$ cat src/rtl/hv_window_monitor.sv
// hv_window_monitor: HV feedback window comparator producing debounced
// under-voltage (vn_l) and over-voltage (vn_h) flags with hysteresis,
// under-voltage blanking after switch-on, and sticky fault bits.
// Interfaces are level/strobe based: adc_valid qualifies adc_data for exactly
// the cycle it is high; there is no backpressure.
// state_dbg exposes the FSM state (0=OFF, 1=BLANK, 2=MON).
module hv_window_monitor #(
  parameter int ADC_W     = 12,
  parameter int DEB_N     = 4,
  parameter int BLANK_CYC = 1000
) (
  input  logic             clk,
  input  logic             reset,
  input  logic [ADC_W-1:0] adc_data,
  input  logic             adc_valid,
  input  logic [ADC_W-1:0] thr_low,
  input  logic [ADC_W-1:0] thr_high,
  input  logic [ADC_W-1:0] hyst,
  input  logic             vn_on,
  input  logic             clr_faults,
  output logic             vn_l,
  output logic             vn_h,
  output logic [1:0]       fault_lat,
  output logic             mon_active,
  output logic [1:0]       state_dbg
);

  typedef enum logic [1:0] {
    ST_OFF   = 2'd0,
    ST_BLANK = 2'd1,
    ST_MON   = 2'd2
  } state_t;

  localparam int BW = (BLANK_CYC < 2) ? 1 : $clog2(BLANK_CYC + 1);
  localparam int DW = (DEB_N < 2) ? 1 : $clog2(DEB_N + 1);
  localparam logic [BW-1:0] BLANK_LOAD = BW'(BLANK_CYC);
  localparam logic [DW-1:0] DEB_LAST   = DW'(DEB_N - 1);

  state_t          state, state_next;
  logic [BW-1:0]   blank_cnt;
  logic [DW-1:0]   deb_l, deb_h, deb_l_next, deb_h_next;
  logic            vn_l_next, vn_h_next;
  logic [1:0]      fault_next;

  // Window compares; the release sums are one bit wider so they never wrap.
  logic            viol_l, viol_h, rel_l, rel_h, qual_l, qual_h;
  logic            chk_l_en, chk_h_en;
  logic [ADC_W:0]  rel_l_point, rel_h_sum;

  assign viol_l      = adc_data < thr_low;
  assign viol_h      = adc_data > thr_high;
  assign rel_l_point = {1'b0, thr_low} + {1'b0, hyst};
  assign rel_h_sum   = {1'b0, adc_data} + {1'b0, hyst};
  assign rel_l       = {1'b0, adc_data} >= rel_l_point;
  assign rel_h       = rel_h_sum <= {1'b0, thr_high};
  assign qual_l      = vn_l ? rel_l : viol_l;
  assign qual_h      = vn_h ? rel_h : viol_h;
  assign chk_l_en    = vn_on && (state == ST_MON);
  assign chk_h_en    = vn_on && ((state == ST_MON) || (state == ST_BLANK));

  assign mon_active  = (state == ST_MON);
  assign state_dbg   = state;

  // FSM state register.
  always_ff @(posedge clk or posedge reset) begin
    if (reset) state <= ST_OFF;
    else       state <= state_next;
  end

  // FSM next-state: vn_on low always forces OFF; blanking ends as the counter hits 0.
  always_comb begin
    state_next = state;
    case (state)
      ST_OFF:   if (vn_on) state_next = ST_BLANK;
      ST_BLANK: begin
        if (!vn_on)                       state_next = ST_OFF;
        else if (blank_cnt == BW'(1))     state_next = ST_MON;
      end
      ST_MON:   if (!vn_on) state_next = ST_OFF;
      default:  state_next = ST_OFF;
    endcase
  end

  // Blanking counter: loaded on entry to BLANK, counts down while in BLANK.
  always_ff @(posedge clk or posedge reset) begin
    if (reset) begin
      blank_cnt <= '0;
    end else if (!vn_on) begin
      blank_cnt <= '0;
    end else if (state == ST_OFF) begin
      blank_cnt <= BLANK_LOAD;
    end else if (state == ST_BLANK && blank_cnt != '0) begin
      blank_cnt <= blank_cnt - BW'(1);
    end
  end

  // Debounce, flag toggling and sticky faults; both paths are independent.
  always_comb begin
    deb_l_next = deb_l;
    deb_h_next = deb_h;
    vn_l_next  = vn_l;
    vn_h_next  = vn_h;
    if (!vn_on) begin
      vn_l_next = 1'b0;
      vn_h_next = 1'b0;
    end
    if (!chk_l_en) begin
      deb_l_next = '0;
    end else if (adc_valid) begin
      if (!qual_l)                deb_l_next = '0;
      else if (deb_l == DEB_LAST) begin
        deb_l_next = '0;
        vn_l_next  = ~vn_l;
      end else                    deb_l_next = deb_l + DW'(1);
    end
    if (!chk_h_en) begin
      deb_h_next = '0;
    end else if (adc_valid) begin
      if (!qual_h)                deb_h_next = '0;
      else if (deb_h == DEB_LAST) begin
        deb_h_next = '0;
        vn_h_next  = ~vn_h;
      end else                    deb_h_next = deb_h + DW'(1);
    end
    // A rising flag sets its fault bit even if a clear arrives the same cycle.
    fault_next[0] = (vn_l_next & ~vn_l) | (fault_lat[0] & ~clr_faults);
    fault_next[1] = (vn_h_next & ~vn_h) | (fault_lat[1] & ~clr_faults);
  end

  // Flag, counter and fault registers.
  always_ff @(posedge clk or posedge reset) begin
    if (reset) begin
      deb_l     <= '0;
      deb_h     <= '0;
      vn_l      <= 1'b0;
      vn_h      <= 1'b0;
      fault_lat <= 2'b00;
    end else begin
      deb_l     <= deb_l_next;
      deb_h     <= deb_h_next;
      vn_l      <= vn_l_next;
      vn_h      <= vn_h_next;
      fault_lat <= fault_next;
    end
  end

endmodule

$ cat config.mk
export PLATFORM = sky130hd
export DESIGN_NAME = hv_window_monitor
export DESIGN_NICKNAME = d
export VERILOG_FILES = /design/src/rtl/hv_window_monitor.sv
export SDC_FILE = /design/constraint.sdc
export NUM_CORES = 1
export LEC_CHECK = 0
export CAP_MARGIN = 20
export CORE_UTILIZATION = 42
export DETAILED_ROUTE_END_ITERATION = 7
export PLACE_DENSITY = 0.75
export SLEW_MARGIN = 20
export SYNTH_ARGS = -nofsm -noshare
export SYNTH_HDL_FRONTEND = slang
export SYNTH_SLANG_ARGS = --single-unit
$ cat constraint.sdc
create_clock -name clk -period 2.3 [get_ports clk]
set_input_delay 0.69 -clock clk [delete_from_list [all_inputs] [get_ports clk]]
set_output_delay 0.69 -clock clk [all_outputs]
set_load 0.01 [all_outputs]
==> reports/results.ini, run 1 <==
[detailed_routing]
wl_per_cell_um = 19.1
drc = 0
drtIter0Drc = 180
routed_wl_um = 12800
dr.pass1.iters = 5
ant_nets = 0
via_count = 3897
avgViaCountPerCell = 5.81

[sta]
max_freq_ghz = 0.261
drv_slew = 0
maxSlewHeadroom_pct = 61.5
layout_min_cycle_time_ns = 3.84
rsz0062_at_grt = true
worstMarginPinSlew_ns = 0.563
hold_viol = 0
setup_violations = 10
period_share_pct = 167
setup_ws_ns = -1.54
fin_skew_ns = 0.00536
setup_tns_ns = -12.97

[cts]
cts_tree = yes
cts_root_buffer = clkbuf_8
cts_sinks = 22
htreeDepth = 1
cts_buffer_depth = 2
path_clk_slew_ns = 0.08
cts_hold_buf = 0
clock_latency_ns = 0.27
cts_buffers = 3

[die]
die_x_um = 90.3
core_um2 = 7410
initial_utilization_pct = 44.2
rows = 31
die_area_um2 = 8150
die_h_um = 90.3
ios = 60

[logic_synthesis]
synth_flop_cell = dfrtp_1
synth-seq-cells = 22
postSynthAreaPerCell_um2 = 8.46
yosys-top-cells-area = ha_1 (30%), dfrtp_1 (17%), inv_1 (4.8%)
ys_seq_area_share_pct = 16.8
yosys_warnings = 0
async_reset_ff_share_pct = 100
syn_inst = 387
syn-num-nets = 520
syn_area_um2 = 3270
synth_top_cell_by_area = ha_1
synth_top_area_share_pct = 29.8
ys_types = 54
synth-edff-count = 0

[finish]
final_nets = 706
drive_gt1_share_pct = 43.2
final_common_cell = buf_4
antennaDiodeCount = 0
fill_cells = 440
layout_common_cells = buf_4 (114), ha_1 (51), inv_1 (30)
syn_to_final_growth_pct = 70.9

[worst_setup_path]
crit_required_ns = 2.45
cp-start-kind = input port
crit_fanout = 4
critical_path_arrival_ns = 3.98
criticalPathCategory = in2reg
crit_path_end_kind = register
r2r_slack_ns = 0.04

[grt]
grt_max_degree = 23
grt_pass1_vias = 4096
grt_pass1_wl_um = 18800
track_usage_pct = 28.1
antenna_found_initial = 0
grt_overflow_total = 0

[place]
dp_slack_ns = -2.00
io_buffers = 59
place_hpwl_um = 7820
gp_congestion = 0.828

[worst_hold_path]
hold_path.class = reg2reg

[job]
max_cap_violations = 0

[status]
failed_checks = negative setup slack
outcome = complete, but fails checks

[power_and_ir_drop]
power.density_nw_per_um2 = 521
vdd_ir_drop_max_uv = 599
leakagePower_nw = 2.67

[power breakdown]
group          switching (W)  internal [W]
clock               0.000129      0.000233
sequential          0.000109      0.000474
combinational       0.000975      0.000996
total                0.00121       0.00170
[sequential cells by signal, summed over array words and instances (netlist names)]
name and cells:
vn_l 1, blank_cnt 10, fault_lat 2, vn_h 1
deb_h 3, state_dbg 2, deb_l 3
[worst max-delay path, cell delays in order]
cell and delay, ns:
clkdlybuf4s15_1 0.24, ha_4 0.25, buf_4 0.12, buf_4 0.14, a21o_1 0.15, nand2_1 0.14
nand3_2 0.11, nand2_2 0.11, o21bai_1 0.08, a21oi_1 0.24, xor2_1 0.27, ha_1 0.30
a21o_1 0.18, a21oi_2 0.21, o211ai_1 0.16, a31oi_2 0.36, buf_4 0.18, o32ai_2 0.07
[synth_stat cells (all sizes together) (2+ instances only)]
library cell	n
nand3	9
nor4	3
buf	2
or2	4
nor3	9
o21a	15
o2111ai	4
a21o	11
and4	2
a211o	3
nand2b	11
nor2	25
fa	2
a21oi	23
o31ai	2
a31oi	3
o21ai	20
or4	2
inv	42
o41ai	4
nand3b	2
o211ai	7
ha	78
a2111oi	7
a211oi	2
nand2	26
nand4	4
dfrtp	22
xor2	12
nor2b	3
xnor2	11
a22o	2
[final timing paths]
path | from | to | depth (start not counted)
max | thr_low[4] | fault_lat[0] | 18
min | deb_l[2] | deb_l[2] | 1
max reg2reg | state_dbg[0] | vn_l | 9
min reg2reg | deb_l[2] | deb_l[2] | 1
max in group asynchronous | reset | blank_cnt[3] | 3
min in group asynchronous | reset | blank_cnt[5] | 3
[layout make-up]
class / count / area [µm²] / area share (%)
multi-input cells: 320 / 3150 / 56.4
repair buffers: 184 / 1540 / 27.5
well taps: 99 / 124 / 2.21
flip-flops and latches: 22 / 551 / 9.84
clock buffers: 3 / 41.3 / 0.738
clock inverters: 1 / 30.0 / 0.537
inverters: 42 / 158 / 2.82
[through the flow]
step / utilization [%] / std cells / hold WS (ns) / power, W / instance area [µm²]
6_report: 75.5 / 671 / 0.492 / 0.00292 / 5590
3_5_place_dp: 63.5 / 629 / 0.475 / 0.00215 / 4710
5_1_grt: 75.5 / 671 / 0.510 / 0.00310 / 5590
4_1_cts: 72.9 / 667 / 0.494 / 0.00271 / 5400
2_1_floorplan: - / 387 / 0.449 / 0.00155 / 3350
3_3_place_gp: 63.5 / 629 / 0.461 / 0.00209 / 4710
[routing by layer]
layer	global-route usage (%)	wire length (µm)
met4	12.6	577
met3	3.45	600
met1	32.5	5150
met5	0	0
met2	51.5	6500
[what timing repair did]
item | 4_1_cts | 5_1_grt
buffers inserted | 34 | 4
gates resized for setup | 219 | 30
pin swaps | 70 | 30
endpoints found under the setup margin | 11 | 15
[cell families after synthesis]
| family | Yosys count | share of synthesized area (%) |
|---|---|---|
| buf+inv | 45 | 5.20 |
| xor+xnor | 23 | 6.15 |
| mux | 1 | 0.306 |
| fa+ha+maj | 80 | 31.0 |
| flops | 22 | 16.8 |
| simple gates | 104 | 16.3 |
| compound gates | 112 | 24.2 |
(Power assumes the default switching activity.)
==> run 2: changes to the inputs <==
--- a/config.mk
+++ b/config.mk
@@ -8,7 +8,7 @@
 export CAP_MARGIN = 20
 export CORE_UTILIZATION = 42
 export DETAILED_ROUTE_END_ITERATION = 7
-export PLACE_DENSITY = 0.75
+export PLACE_DENSITY = 0.78
 export SLEW_MARGIN = 20
 export SYNTH_ARGS = -nofsm -noshare
 export SYNTH_HDL_FRONTEND = slang
==> constraint.sdc (replaced) <==
create_clock -name clk -period 3.5 [get_ports clk]
set_input_delay 1.05 -clock clk [delete_from_list [all_inputs] [get_ports clk]]
set_output_delay 1.05 -clock clk [all_outputs]
set_load 0.01 [all_outputs]
==> run 2 against run 1 <==
Net effect:
- the flow still finishes with violations (negative setup slack)
- sequential share of layout area rose by 1.0 points
- final cell count fell by 4.6%
- critical path depth rose by 1
- worst setup slack improved by 1.1 ns
- first-iteration DRC count rose by 22%
- register-to-register slack improved by 0.85 ns
- clock skew fell by 0.0026 ns
==> reports/results.ini, run 2 (synthesized netlist as in run 1, its figures left out) <==
[die]
die_x_um = 90.3
ios = 60
rows = 31
core_um2 = 7410
die_h_um = 90.3
die_area_um2 = 8150
initial_utilization_pct = 44.2

[finish]
antennaDiodeCount = 0
largest_register_ffs = 10
final_util_pct = 68.3
reg_top3 = blank_cnt x10, deb_h x3, deb_l x3
fill_cells = 549
final_common_cell = buf_4
syn_to_final_growth_pct = 54.5
top_register = blank_cnt
final_nets = 675
drive_gt1_share_pct = 32.5
layout_common_cells = buf_4 (93), ha_1 (65), inv_1 (39)

[sta]
max_freq_ghz = 0.254
worstMarginPinSlew_ns = 0.856
setup_tns_ns = -3.42
hold_viol = 0
rsz0062_at_grt = true
setup_ws_ns = -0.438
fin_skew_ns = 0.00272
drv_slew = 0
maxSlewHeadroom_pct = 42.9
layout_min_cycle_time_ns = 3.94
period_share_pct = 113
setup_violations = 9

[worst_setup_path]
cp-start-kind = input port
crit_buf_inv = 2
crit_required_ns = 3.71
rr_startpoint = state_dbg[0]
criticalPathCategory = in2reg
crit_path_end_kind = register
crit_fanout = 3
crit_start = hyst[0]
crit_chain = buf_8 -> ha_4 -> inv_2 -> fa_2 -> nand2b_4 -> a21oi_4 -> o311a_1 -> o21a_1 -> nor2_4 -> nor3_1 -> a311o_1 -> ha_4 -> a21o_1 -> a21oi_2 -> nand2_1 -> o21ai_2 -> o21ai_2 -> a21oi_2 -> a22o_1
cp_slowest_cell = fa_2
critical_path.top_delay_family = compound AO/OA/AOI/OAI gates
critical_path_arrival_ns = 4.15
cp_slowest_stage_delay_ns = 0.34

[cts]
path_clk_slew_ns = 0.08
cts_buffer_depth = 2
clock_latency_ns = 0.27
cts_sinks = 22
cts_root_buffer = clkbuf_8
cts_buffers = 3
cts_hold_buf = 0
htreeDepth = 1
cts_tree = yes

[worst_hold_path]
hold_path.class = reg2reg
min_from = deb_l[1]

[grt]
track_usage_pct = 27.2
grt_pass1_vias = 3819
grt_max_degree = 23
antenna_found_initial = 0
grt_overflow_total = 0
grt_pass1_wl_um = 18000

[power_and_ir_drop]
vdd_ir_drop_max_uv = 369
power.density_nw_per_um2 = 344
leakagePower_nw = 2.44

[detailed_routing]
wl_per_cell_um = 19.0
drc = 0
dr.pass1.iters = 5
routed_wl_um = 12100
avgViaCountPerCell = 5.82
ant_nets = 0
drtIter0Drc = 220
via_count = 3727

[job]
max_cap_violations = 0

[place]
place_hpwl_um = 7920
io_buffers = 59
gp_congestion = 0.915

[status]
outcome = complete, but fails checks
failed_checks = negative setup slack

## run 2: changes by cell type in the layout (fill, tap and decap cells not counted), moves of 3 or more
cell	change
inv_2	-10
ha_4	-15
buf_2	-3
nor3_1	+3
nor3_2	-3
buf_4	-21
buf_6	-20
clkdlybuf4s50_1	+17
ha_1	+14
inv_1	+9
dlygate4sd2_1	-4
## run 2: routing by layer
| metal | share of wire, % | wire length (µm) | GRT usage (%) |
|---|---|---|---|
| met1 | 40 | 4880 | 32.5 |
| met2 | 49 | 5920 | 48.3 |
| met3 | 4.9 | 597 | 2.86 |
| met4 | 6.2 | 748 | 13.0 |
| met5 | 0 | 0 | 0 |
## run 2: final cells by class
cell class	count	area [µm²]	area share (%)
Clock buffer	4	55.1	1.09
Inverter	42	160	3.17
Multi-Input combinational cell	320	2910	57.5
Sequential cell	22	551	10.9
Tap cell	99	124	2.45
Timing Repair Buffer	153	1260	24.9
## run 2: worst reg2reg max path: cells and delay by family, from the launching register on
kind	cells	cell delay [ns]
AND/OR/NAND/NOR	1	0.16
AO/OA/AOI/OAI	5	1.39
flip-flops	1	0.43
adder cells (fa/ha/maj)	1	0.25
buffers and inverters	2	0.29
## run 2: power breakdown
group          leakage [nW]  switching [W]  internal, W
Combinational          2.11       0.000584     0.000580
Clock                0.0288      0.0000865     0.000101
Sequential            0.294      0.0000768     0.000312
## run 2: through the flow
| step | hold slack [ns] | area, µm² | setup WS, ns | cells | total power, W |
|---|---|---|---|---|---|
| floorplan | 0.449 | 3350 | -0.427 | 387 | 0.00102 |
| CTS | 0.486 | 4880 | -0.318 | 630 | 0.00163 |
| global route | 0.516 | 5060 | -0.549 | 640 | 0.00186 |
| finish | 0.488 | 5060 | -0.438 | 640 | 0.00174 |
| detailed placement | 0.467 | 4590 | -1.20 | 613 | 0.00138 |
| global placement | 0.461 | 4590 | -1.08 | 613 | 0.00133 |
## run 2: final timing paths
| kind | to | slack (ns) | depth (start not counted) |
|---|---|---|---|
| min in group asynchronous | blank_cnt[6] | 1.25 | 2 |
| setup / recovery | deb_h[1] | -0.44 | 19 |
| hold reg to reg | deb_l[1] | 0.49 | 2 |
| max in group asynchronous | state_dbg[1] | 1.72 | 2 |
| hold / removal | deb_l[1] | 0.49 | 2 |
| setup reg to reg | vn_l | 0.89 | 9 |
## run 2: what timing repair did
action | CTS | global route
pin swaps | 52 | 20
gates resized for setup | 108 | 29
buffers inserted | 13 | 10
setup endpoints to repair | 9 | 9
==> run 3: changes to the inputs <==
--- a/config.mk
+++ b/config.mk
@@ -6,9 +6,11 @@
 export NUM_CORES = 1
 export LEC_CHECK = 0
 export CAP_MARGIN = 20
-export CORE_UTILIZATION = 42
+export CELL_PAD_IN_SITES_DETAIL_PLACEMENT = 2
+export CELL_PAD_IN_SITES_GLOBAL_PLACEMENT = 2
+export CORE_UTILIZATION = 29
 export DETAILED_ROUTE_END_ITERATION = 7
-export PLACE_DENSITY = 0.78
+export PLACE_DENSITY = 0.87
 export SLEW_MARGIN = 20
 export SYNTH_ARGS = -nofsm -noshare
 export SYNTH_HDL_FRONTEND = slang
==> run 3 against run 2 <==
Net effect:
- the run still ends with negative setup slack left
- sequential power is 3% higher
- combinational power is 16% higher
- design area is 4.3% higher
- final cell count is 6.7% higher
- die area is 44% higher
- via count is 7.3% higher
- total power is 20% higher
- non-clock buffer count is 2 higher
- global-route usage is 0.95 points higher
- worst setup slack worse by 0.24 ns
- critical endpoint is now deb_h[2]
- largest power group unchanged
- highest routed layer unchanged
==> reports/results.ini, run 3 (synthesized netlist as in run 1, its figures left out) <==
[worst_setup_path]
crit_path_end_kind = register
cp-start-kind = input port
r2r_slack_ns = 0.50
critical_path_arrival_ns = 4.39
criticalPathCategory = in2reg
crit_fanout = 4
crit_required_ns = 3.71

[finish]
antennaDiodeCount = 0
drive_gt1_share_pct = 33.9
reg_top3 = blank_cnt x10, deb_h x3, deb_l x3
largest_register_ffs = 10
final_nets = 677
final_common_cell = buf_4
final_util_pct = 48.2
layout_common_cells = buf_4 (94), ha_1 (62), inv_1 (39)
top_register = blank_cnt
syn_to_final_growth_pct = 61.1

[grt]
antenna_found_initial = 0
track_usage_pct = 28.1
grt_pass1_vias = 4546
grt_overflow_total = 0
grt_max_degree = 23
grt_pass1_wl_um = 24600

[power_and_ir_drop]
clockPowerShare_pct = 16.4
internal_power_w = 0.00115
leakagePower_nw = 2.48
power_w = 0.00209
swShare_pct = 45.0
vdd_ir_drop_max_uv = 328
pwr-share-seq_pct = 19.0
combPwrFrac_pct = 64.6
p_sw_w = 0.000943
power.density_nw_per_um2 = 397

[cts]
cts_tree = yes
cts_root_buffer = clkbuf_16
cts_sinks = 22
path_clk_slew_ns = 0.07
cts_buffers = 3
cts_hold_buf = 0
htreeDepth = 1
clock_latency_ns = 0.28
cts_buffer_depth = 2

[detailed_routing]
ant_nets = 0
wl_per_cell_um = 28.0
dr.pass1.iters = 4
avgViaCountPerCell = 5.86
drc = 0
routed_wl_um = 19100
via_count = 4000
drtIter0Drc = 109

[sta]
hold_viol = 0
fin_skew_ns = 0.00466
worstMarginPinSlew_ns = 0.935
setup_tns_ns = -5.14
period_share_pct = 119
setup_violations = 10
setup_ws_ns = -0.680
rsz0062_at_grt = true
max_freq_ghz = 0.239
drv_slew = 0
layout_min_cycle_time_ns = 4.18
maxSlewHeadroom_pct = 37.6

[die]
die_x_um = 108
die_h_um = 108
die_area_um2 = 11700
core_um2 = 10900
rows = 38
initial_utilization_pct = 29.9
ios = 60

[job]
max_cap_violations = 0

[place]
io_buffers = 59
place_hpwl_um = 11800
gp_congestion = 0.826
dp_slack_ns = -1.36

[status]
failed_checks = negative setup slack
outcome = complete, but fails checks

[worst_hold_path]
hold_path.class = reg2reg

-- run 3: cell types whose count changed in the layout (fill, tap and decap cells not counted), moves of 2 or more --
cell | previous run | this run
clkbuf_8 | 4 | 0
buf_2 | 9 | 12
clkbuf_16 | 0 | 3
ha_1 | 65 | 62
a21oi_4 | 1 | 3
clkdlybuf4s15_2 | 2 | 0
dlygate4sd2_1 | 3 | 5
ha_4 | 12 | 14
-- run 3: area by class of cell --
cell class	instances	area (µm²)
Fill cell	1183	5660
Multi-Input combinational cell	320	3020
Timing Repair Buffer	155	1260
Sequential cell	22	551
Tap cell	140	175
Inverter	42	160
Clock buffer	3	75.1
Clock inverter	1	30.0
-- run 3: per-layer routing --
layer  vias up  share of wire, %  GRT usage (%)  routed length (µm)
li1       1734                 -              -                   -
met1      2007                36           27.7                6860
met2       165                53           55.8               10200
met3        94               4.1           4.52                 776
met4         0               6.8           14.2                1300
met5         -                 0              0                   0
-- run 3: final timing paths --
check                              from  endpoint  cells after the start
max in group asynchronous         reset      vn_l                      2
min reg2reg                    deb_l[2]  deb_l[2]                      1
min                            deb_l[2]  deb_l[2]                      1
min in group asynchronous         reset  deb_h[2]                      2
max reg2reg                state_dbg[0]      vn_l                      9
max                         adc_data[8]  deb_h[2]                     14
-- run 3: critical path: stages --
cell	delay, ns
clkdlybuf4s50_1	0.47
ha_1	0.40
nor4_1	0.51
a21oi_1	0.11
o311ai_0	0.17
a311o_1	0.25
ha_4	0.24
a21o_1	0.21
a21oi_4	0.17
nand2_2	0.07
o21ai_2	0.18
o21ai_2	0.11
a211oi_2	0.26
o21a_1	0.17
-- run 3: through the flow --
step                      hold slack, ns  cells  cell area (µm²)
after CTS                          0.493    674             5100
after global placement             0.462    655             4640
after floorplan                    0.449    387             3350
final                              0.500    683             5270
after global routing               0.523    683             5270
after detailed placement           0.474    655             4640
-- run 3: timing repair --
item | 4_1_cts | 5_1_grt
pin swaps | 52 | 32
resized for setup | 126 | 25
setup buffers | 16 | 9
endpoints found under the setup margin | 9 | 10
-- run 3: power by group through the flow --
stage | clock network, W | registers [W] | logic [W]
4_1_cts | 0.000343 | 0.000391 | 0.00118
6_report | 0.000344 | 0.000398 | 0.00135
3_5_place_dp | 0 | 0.000395 | 0.00107
3_3_place_gp | 0 | 0.000388 | 0.000964
2_1_floorplan | 0 | 0.000379 | 0.000638
5_1_grt | 0.000353 | 0.000405 | 0.00143
